==> config.mk <==
export PLATFORM = sky130hd
export DESIGN_NAME = block_state_arbiter_flat
export DESIGN_NICKNAME = d
export VERILOG_FILES = /design/src/rtl/block_state_arbiter_if.sv /design/src/rtl/block_state_arbiter.sv /design/src/flat_wrapper.sv
export SDC_FILE = /design/constraint.sdc
export NUM_CORES = 1
export LEC_CHECK = 0
export ABC_AREA = 1
export CAP_MARGIN = 0
export CORE_ASPECT_RATIO = 0.8
export CORE_MARGIN = 1
export CORE_UTILIZATION = 45
export CTS_BUF_LIST = sky130_fd_sc_hd__clkbuf_4 sky130_fd_sc_hd__clkbuf_8
export DETAILED_ROUTE_END_ITERATION = 7
export GPL_ROUTABILITY_DRIVEN = 0
export PLACE_DENSITY_LB_ADDON = 0.2
export SLEW_MARGIN = 20
export SYNTH_ARGS = -nofsm -noshare
export SYNTH_HDL_FRONTEND = slang
export SYNTH_SLANG_ARGS = --single-unit
==> constraint.sdc <==
create_clock -name CLK -period 6.49 [get_ports CLK]
set_input_delay 0.9735 -clock CLK [delete_from_list [all_inputs] [get_ports CLK]]
set_output_delay 0.9735 -clock CLK [all_outputs]
set_load 0.01 [all_outputs]
==> src/rtl/block_state_arbiter_if.sv <==
// block_state_arbiter_if
// Bundles the level-control, renderer and controller signals of the block
// state arbiter.
//   LEVEL_RESTART             refill pulse from the game FSM
//   RND_REQ/RND_ADDR          renderer read request
//   RND_ALIVE                 renderer read data (one cycle later)
//   CTL_REQ/CTL_OP/CTL_ADDR   controller request, held until CTL_ACK
//   CTL_ACK/CTL_ALIVE         controller completion pulse and old block value
//   ALIVE_COUNT/BUSY/ALL_CLEARED  level status
// master = game side (drives requests), slave = arbiter.
interface block_state_arbiter_if #(
    parameter int ADDR_WIDTH = 7
);
    logic                  LEVEL_RESTART;
    logic                  RND_REQ;
    logic [ADDR_WIDTH-1:0] RND_ADDR;
    logic                  RND_ALIVE;
    logic                  CTL_REQ;
    logic                  CTL_OP;
    logic [ADDR_WIDTH-1:0] CTL_ADDR;
    logic                  CTL_ACK;
    logic                  CTL_ALIVE;
    logic [ADDR_WIDTH:0]   ALIVE_COUNT;
    logic                  BUSY;
    logic                  ALL_CLEARED;

    modport master (
        output LEVEL_RESTART, RND_REQ, RND_ADDR, CTL_REQ, CTL_OP, CTL_ADDR,
        input  RND_ALIVE, CTL_ACK, CTL_ALIVE, ALIVE_COUNT, BUSY, ALL_CLEARED
    );

    modport slave (
        input  LEVEL_RESTART, RND_REQ, RND_ADDR, CTL_REQ, CTL_OP, CTL_ADDR,
        output RND_ALIVE, CTL_ACK, CTL_ALIVE, ALIVE_COUNT, BUSY, ALL_CLEARED
    );
endinterface

==> src/rtl/block_state_arbiter.sv <==
// block_state_arbiter
// Holds the alive bit of every breakout block behind a single access port.
// The renderer has strict priority and gets a registered read every cycle it
// asks; the controller's handshaked read/kill ops use the idle slots. A
// level fill writes every block alive, one per cycle, and ALIVE_COUNT tracks
// the blocks left for end-of-level detection.
// Ports:
//   CLK    system clock (40 MHz)
//   RESET  synchronous, active-high reset
//   bus    block_state_arbiter_if.slave (see interface header)
module block_state_arbiter #(
    parameter int NUM_BLOCKS = 112,
    parameter int ADDR_WIDTH = 7
) (
    input  logic                  CLK,
    input  logic                  RESET,
    block_state_arbiter_if.slave  bus
);
    localparam logic [ADDR_WIDTH:0]   NB        = (ADDR_WIDTH+1)'(NUM_BLOCKS);
    localparam logic [ADDR_WIDTH-1:0] LAST_ADDR = ADDR_WIDTH'(NUM_BLOCKS - 1);

    typedef enum logic {FILL, SERVE} state_t;

    state_t                state_q, state_d;
    logic [NUM_BLOCKS-1:0] blocks;
    logic [ADDR_WIDTH-1:0] fill_addr;
    logic [ADDR_WIDTH:0]   alive_count;
    logic                  rnd_alive_q;
    logic                  ctl_ack_q;
    logic                  ctl_alive_q;
    logic                  ctl_grant;
    logic                  rnd_bit;
    logic                  ctl_bit;

    // Out-of-range addresses read as dead; the range check also keeps the
    // kill write below from ever targeting a nonexistent block.
    assign rnd_bit = ({1'b0, bus.RND_ADDR} < NB) && blocks[bus.RND_ADDR];
    assign ctl_bit = ({1'b0, bus.CTL_ADDR} < NB) && blocks[bus.CTL_ADDR];

    always_ff @(posedge CLK) begin
        state_q <= state_d;
    end

    // A restart wins over everything. The controller is granted only in
    // SERVE, only when the renderer is idle, and never while its previous ack
    // is still showing, so a held request is not served twice.
    always_comb begin
        state_d   = state_q;
        ctl_grant = 1'b0;
        if (RESET || bus.LEVEL_RESTART) begin
            state_d = FILL;
        end else begin
            case (state_q)
                FILL:    if (fill_addr == LAST_ADDR) state_d = SERVE;
                SERVE:   ctl_grant = !bus.RND_REQ && bus.CTL_REQ && !ctl_ack_q;
                default: state_d = FILL;
            endcase
        end
    end

    // The block array is not reset: every bit is rewritten by the fill before
    // any read or grant can observe it.
    always_ff @(posedge CLK) begin
        if (RESET) begin
            fill_addr   <= '0;
            alive_count <= '0;
            rnd_alive_q <= 1'b0;
            ctl_ack_q   <= 1'b0;
            ctl_alive_q <= 1'b0;
        end else if (bus.LEVEL_RESTART) begin
            fill_addr   <= '0;
            alive_count <= '0;
            ctl_ack_q   <= 1'b0;
            if (bus.RND_REQ) rnd_alive_q <= 1'b0;
        end else begin
            ctl_ack_q <= ctl_grant;
            if (bus.RND_REQ) rnd_alive_q <= (state_q == SERVE) && rnd_bit;
            if (state_q == FILL) begin
                blocks[fill_addr] <= 1'b1;
                fill_addr         <= fill_addr + 1'b1;
                alive_count       <= alive_count + 1'b1;
            end
            if (ctl_grant) begin
                ctl_alive_q <= ctl_bit;
                // Only a live block changes the count, so a double kill or
                // an out-of-range kill leaves it alone.
                if (bus.CTL_OP && ctl_bit) begin
                    blocks[bus.CTL_ADDR] <= 1'b0;
                    if (alive_count != '0) alive_count <= alive_count - 1'b1;
                end
            end
        end
    end

    assign bus.RND_ALIVE   = rnd_alive_q;
    assign bus.CTL_ACK     = ctl_ack_q;
    assign bus.CTL_ALIVE   = ctl_alive_q;
    assign bus.ALIVE_COUNT = alive_count;
    assign bus.BUSY        = (state_q == FILL);
    assign bus.ALL_CLEARED = (alive_count == '0) && (state_q == SERVE);
endmodule

==> src/flat_wrapper.sv <==
// flat-port wrapper written by rule: the top's interface ports become plain ports
module block_state_arbiter_flat 
#(
    parameter int NUM_BLOCKS = 112,
    parameter int ADDR_WIDTH = 7
)
  (CLK, RESET, bus_LEVEL_RESTART, bus_RND_REQ, bus_RND_ADDR, bus_CTL_REQ, bus_CTL_OP, bus_CTL_ADDR, bus_RND_ALIVE, bus_CTL_ACK, bus_CTL_ALIVE, bus_ALIVE_COUNT, bus_BUSY, bus_ALL_CLEARED);
  block_state_arbiter_if #(.ADDR_WIDTH(ADDR_WIDTH)) bus_i ();
  input  logic CLK;
  input  logic RESET;
  input wire logic [$bits(bus_i.LEVEL_RESTART)-1:0] bus_LEVEL_RESTART;
  input wire logic [$bits(bus_i.RND_REQ)-1:0] bus_RND_REQ;
  input wire logic [$bits(bus_i.RND_ADDR)-1:0] bus_RND_ADDR;
  input wire logic [$bits(bus_i.CTL_REQ)-1:0] bus_CTL_REQ;
  input wire logic [$bits(bus_i.CTL_OP)-1:0] bus_CTL_OP;
  input wire logic [$bits(bus_i.CTL_ADDR)-1:0] bus_CTL_ADDR;
  output wire logic [$bits(bus_i.RND_ALIVE)-1:0] bus_RND_ALIVE;
  output wire logic [$bits(bus_i.CTL_ACK)-1:0] bus_CTL_ACK;
  output wire logic [$bits(bus_i.CTL_ALIVE)-1:0] bus_CTL_ALIVE;
  output wire logic [$bits(bus_i.ALIVE_COUNT)-1:0] bus_ALIVE_COUNT;
  output wire logic [$bits(bus_i.BUSY)-1:0] bus_BUSY;
  output wire logic [$bits(bus_i.ALL_CLEARED)-1:0] bus_ALL_CLEARED;
  assign bus_i.LEVEL_RESTART = bus_LEVEL_RESTART;
  assign bus_i.RND_REQ = bus_RND_REQ;
  assign bus_i.RND_ADDR = bus_RND_ADDR;
  assign bus_i.CTL_REQ = bus_CTL_REQ;
  assign bus_i.CTL_OP = bus_CTL_OP;
  assign bus_i.CTL_ADDR = bus_CTL_ADDR;
  assign bus_RND_ALIVE = bus_i.RND_ALIVE;
  assign bus_CTL_ACK = bus_i.CTL_ACK;
  assign bus_CTL_ALIVE = bus_i.CTL_ALIVE;
  assign bus_ALIVE_COUNT = bus_i.ALIVE_COUNT;
  assign bus_BUSY = bus_i.BUSY;
  assign bus_ALL_CLEARED = bus_i.ALL_CLEARED;
  block_state_arbiter #(.NUM_BLOCKS(NUM_BLOCKS), .ADDR_WIDTH(ADDR_WIDTH)) u_core (.CLK(CLK), .RESET(RESET), .bus(bus_i));
endmodule
After elaboration in Yosys (flattened, before gate mapping):

Cells that the tools add are included.

* logic and storage cells: 65
* register bits after elaboration: 131
* bits of input ports: 20
* output and inout bits: 13

* bitwise logic cells: 6
* $lt $le $gt $ge: 7
* eq/ne operators: 1
* $add $sub $neg: 3
* reduce and logical (&&, ||, !) cells: 17
* mux-type cells: 24

Operators by type and width (number)
* two-way mux 112 bit: 5
* bitwise AND 112 bit: 1
* NOT 112 bit: 1
* OR 112 bit: 1
* two-way mux 8 bit: 4
* less-than comparator 7 x 8 -> 1 bit, second input constant: 3
* binary-select mux 1 bit (select 7 bit): 2
* demux 1 bit (select 7 bit): 2
* greater-or-equal comparator 7 x 1 -> 1 bit, second input constant: 2
* less-than comparator 7 bit, second input constant: 2
* two-way mux 1 bit: 11
* logical AND 1 bit: 9
* adder 8 x 1 -> 8 bit, second input constant: 1
* zero test 8 bit: 1
* nonzero test 8 bit: 1
* subtractor 8 x 1 -> 8 bit, second input constant: 1
* adder 7 x 1 -> 7 bit, second input constant: 1
* == test 7 bit, second input constant: 1
* AND reduction 2 bit: 2
* NOT 1 bit: 3
* zero test 1 bit: 2
* OR reduction 2 bit: 1
* logical OR 1 bit: 1

Logic depth before layout (Yosys ltp):

* word-level depth: 11
* depth in mapped cells: 17
* gate-level depth less buffers: 14

Least setup slack after synthesis:

OpenSTA, ideal clock, no wires.

* path kind: input port to flip-flop
* start point: input port RESET
* end point: register u_core.alive_count[5], in the netlist u_core.bus.ALIVE_COUNT[5]
* required time: 6.408 ns
* setup slack: 1.451 ns
* arrival: 4.957 ns
* setup time: 0.082 ns
* cell stages on the path: 4
* cells stage by stage: nor2_1 -> clkbuf_1 -> o21ai_0 -> nor2_1

* word-level cells in the longest chain between the ends: 3

RTL lines
* from (decl): line flat_wrapper.sv:10 `input logic RESET;`
* logical OR 1 bit: line block_state_arbiter.sv:50 `if (RESET || bus.LEVEL_RESTART) begin`
* two-way mux 1 bit: line block_state_arbiter.sv:50
* two-way mux 8 bit: line block_state_arbiter.sv:83 `if (ctl_grant) begin`
* to (signal assigned): line block_state_arbiter.sv:81 `alive_count <= alive_count + 1'b1;`
* to (signal assigned): line block_state_arbiter.sv:89 `if (alive_count != '0) alive_count <= alive_count - 1'b1;`
* to (decl): line block_state_arbiter.sv:27 `logic [ADDR_WIDTH:0] alive_count;`

Several ways; a longest one is shown, not always the timed one.
A chain may end at the register's enable or synchronous reset.

Worst setup path in the final report:

* start point: input port bus_CTL_ADDR[2]
* end point: register u_core.blocks[14] (data pin)

* word-level cells in the longest chain between the ends: 8

RTL lines
* from (decl): line flat_wrapper.sv:16 `input wire logic [$bits(bus_i.CTL_ADDR)-1:0] bus_CTL_ADDR;`
* less-than comparator 7 x 8 -> 1 bit (not written as such) / greater-or-equal comparator 7 x 1 -> 1 bit (equally long branches): line block_state_arbiter.sv:88 `blocks[bus.CTL_ADDR] <= 1'b0;`
* logical AND 1 bit (not written as such): line block_state_arbiter.sv:88
* two-way mux 1 bit (not written as such): line block_state_arbiter.sv:88
* demux 1 bit (select 7 bit)
* NOT 112 bit (no line)
* bitwise AND 112 bit (no line)
* two-way mux 112 bit *: line block_state_arbiter.sv:87 `if (bus.CTL_OP && ctl_bit) begin`
* two-way mux 112 bit *: line block_state_arbiter.sv:83
* to (signal, indexed assignment): line block_state_arbiter.sv:79 `blocks[fill_addr] <= 1'b1;`
* to (signal, indexed assignment): line block_state_arbiter.sv:88
* to (decl): line block_state_arbiter.sv:25 `logic [NUM_BLOCKS-1:0] blocks;`

Every way passes the cells marked *; elsewhere a longest branch is shown, timed or not. The select of a mux whose other input is x is not followed.

==> summary.md <==
| Metric | Value |
|---|---|
| Crit path max-delay cell type | `nor2_2` |
| Hold Path Depth | `2` |
| R2R cell count | `6` |
| CTS sink cnt | `131` |
| Setup skew after layout | `0.0139 ns` |
| Max FO, Critical Path | `50` |
| R2R Path Start | `u_core.state_q` |
| Max Cap Violations | `0` |
| Setup Fix Bufs, Post-CTS | `0` |
| Via count | `9259` |
| H-tree levels | `4` |
| Largest net degree at the start of global routing | `69` |
| Post-Place Worst Slack | `1.98 ns` |
| Minimum clock period | `4.16 ns` |
| WL final | `31.3 mm` |
| Finished Layout Cells | `1652` |
| Initial Util | `46.3%` |
| Share of layout cells above drive strength 1 | `4.32%` |
| Final setup viols | `0` |
| Critical path type | `in -> reg` |
| Final worst-path cycle share | `64.0%` |
| Post-Syn Area | `9270 um^2` |
| DP Cell Count | `1621` |
| Largest cells by area after synthesis | `edfxtp_1 (36%), o21ai_0 (14%), nand2_1 (13%)` |
| Die H | `130 um` |
| Arrival time at the worst endpoint | `4.38 ns` |
| Reg2reg setup slack | `3.43 ns` |
| Status | `finished, final reports clean` |
| Rows | `46` |
| CP required | `6.71 ns` |
| Synth Register Bits | `131` |
| Crit. End Element | `flip-flop` |
| Relative slew slack | `21.0%` |
| Clk slew on worst S/H paths | `0.08 ns` |
| P_leak | `4.30 nW` |
| Post-CTS Resized | `0` |
| Final hold viol count | `0` |
| Die W | `163 um` |
| Register area | `3740 um^2` |
| Pre-antenna DRT Iters | `6` |
| Hold Path Class | `reg -> reg` |
| Worst reg2reg endpoint | `u_core.blocks[14]` |
| Syn Inst Count | `1386` |
| Num CTS Buffers | `17` |
| Power Density | `194 nW/um^2` |
| Seq/Total Area, Yosys | `40.4%` |
| DP Area | `9680 um^2` |
| # fillers | `2027` |
| Hold path startpoint | `u_core.bus.RND_ALIVE` |
| Overflow after GRT | `0` |
| Post-synth net total | `1410` |
| Warnings from Yosys | `0` |
| Unique cell type count in the Yosys netlist | `29` |
| CP Cell Sequence | `clkdlybuf4s50_1, inv_2, nor2_2, nand3_1, nand2_1, o21ai_0, nand2_1, nor2_1, nor2_1, nor2_1, nand2_2, nand3_4, buf_4, o21ai_0, inv_1` |
| Setup TNS | `0 ns` |
| Area used by multi-input combinational logic | `4190 um^2` |
| Power consumption | `1.96 mW` |
| Final instance area | `10100 um^2` |
| CTS max path bufs | `2` |
| Share of the synthesized area in the top cell type | `36.3%` |
| Slew Limit Fails | `0` |
| Vias in the first global route | `8259` |
| Layout Nets | `1400` |
| Drc violations | `0` |
| Final ANT Viol Nets | `0` |
| Worst-Margin Slew | `1.18 ns` |
| Hold EP | `u_core.bus.RND_ALIVE` |
| CP peak stage delay | `0.68 ns` |
| First-pass GRT wire length | `48.1 mm` |
| Highest Clock Rate | `0.241 GHz` |
| Clock latency on the worst-skew pair | `0.47 ns` |
| Clk root buf | `clkbuf_8` |
| CTS tree | `done` |
| HPWL Detailed | `19.5 mm` |
| Most frequent CP cell | `nor2_1` |
| Area of the core | `20000 um^2` |
| IO buf count | `32` |
| Area Overhead vs Synth | `8.67%` |
| Initial antenna violation count | `0` |
| Setup WS post-layout | `2.33 ns` |
| Initial DRC Count | `1294` |
| Critical path startpoint category | `input pin` |
| Maximum vdd drop | `0.108 mV` |
| Die ar. | `21200 um^2` |
| Via-per-instance ratio | `5.60` |
| Cell type with the largest total area after synthesis | `edfxtp_1` |
| Routed length per instance | `19.0 um` |
| Hold bufs inserted after CTS | `0` |
| I/O pin count | `33` |
| Avg Synthesized Cell Area | `6.69 um^2` |
| RSZ-0062 raised after global routing | `no` |
| Total GRT Usage | `30.5%` |
| Diode count | `0` |
-- synthesized netlist by cell type --
master	n
nor2_1	66
o211ai_1	3
ha_1	4
xnor2_1	2
clkinv_1	1
nand3_1	99
nor4_1	2
nor3_1	2
inv_1	268
nor2_2	3
nand2_2	1
o21ai_1	44
buf_4	4
a2111oi_0	1
nand2_1	331
edfxtp_1	112
inv_2	4
dfxtp_1	19
xor2_1	7
a21oi_1	71
nor4_2	1
nand4_1	5
buf_2	18
buf_1	1
o22ai_1	1
buf_6	5
clkbuf_1	44
nand3_2	1
o21ai_0	266
-- per-layer routing --
layer  GRT usage (%)  wire length (um)
met1            41.9             13400
met2            46.5             13500
met3            6.85              3390
met4            12.6               960
met5               0                 0
-- critical path, delay by kind of cell --
| family | cells | cell delay, ns |
|---|---|---|
| buf+inv | 4 | 1.19 |
| compound gates | 2 | 0.44 |
| simple gates | 9 | 1.74 |
-- state kept, by name, indices dropped and copies added, names as in the netlist --
| name | cells |
|---|---|
| u_core.bus.RND_ALIVE | 1 |
| u_core.bus.CTL_ACK | 1 |
| u_core.blocks | 112 |
| u_core.fill_addr | 7 |
| u_core.bus.ALIVE_COUNT | 8 |
| u_core.state_q | 1 |
| u_core.bus.CTL_ALIVE | 1 |
-- report_power, final --
group	internal [mW]	switching, mW	total (mW)
sequential	0.942	0.0120	0.955
clock	0.386	0.349	0.734
combinational	0.0737	0.197	0.271
-- worst max path at each step --
stage | from | endpoint | slack [ns] | depth (start not counted)
4_1_cts | bus_CTL_ADDR[2] | u_core.blocks[30] | 2.47 | 15
3_5_place_dp | bus_CTL_ADDR[2] | u_core.blocks[40] | 1.98 | 15
6_report | bus_CTL_ADDR[2] | u_core.blocks[14] | 2.33 | 15
3_3_place_gp | bus_CTL_ADDR[1] | u_core.blocks[43] | 2.06 | 15
2_1_floorplan | RESET | u_core.bus.ALIVE_COUNT[5] | 1.45 | 4
5_1_grt | bus_CTL_ADDR[0] | u_core.blocks[31] | 1.96 | 15
-- layout make-up --
class	count	share of cell area [%]
multi-input cells	910	41.6
flip-flops and latches	131	37.1
inverters	273	10.2
repair buffers	43	3.90
well taps	264	3.28
clock buffers	20	2.55
clock inverters	11	1.37
-- cell usage in the layout (no fill, tap or decap) --
cell             count
buf_4               11
clkbuf_4             3
dfxtp_1             19
nor2_2              10
nand2_1            331
nor4_2               1
clkbuf_8            17
o211ai_1             3
clkinvlp_4           4
nand4_1              5
bufinv_16            3
nand3_4              1
nor2_1              58
clkinv_2             2
buf_2                2
o21ai_1             44
ha_1                 4
nand2_2              1
edfxtp_1           112
nor2_4               1
clkinv_1             3
inv_1              268
xnor2_1              2
nor3_1               2
a2111oi_0            1
nand3_1             99
inv_2                4
a21oi_1             71
clkdlybuf4s50_1     30
nor4_1               2
o21ai_0            266
o22ai_1              1
xor2_1               7
-- per-stage QoR --
step	hold WS, ns	utilization, %
finish	0.470	50.3
global route	0.491	50.3
CTS	0.470	50.3
detailed placement	0.458	48.4
global placement	0.463	48.4
floorplan	0.481	-
-- logic make-up (layout without fill, tap and decap cells) --
group	after synthesis	count (layout)	share of synthesized area, %
and+or+nand+nor	511	511	22.5
AOI/OAI and AO/OA	386	386	21.0
buffers and inverters	345	347	14.8
DFF	131	131	40.4
xor gates and xnor gates	9	9	0.850
adders and majority gates	4	4	0.540
Note: power is estimated with default switching activity, not from simulation.
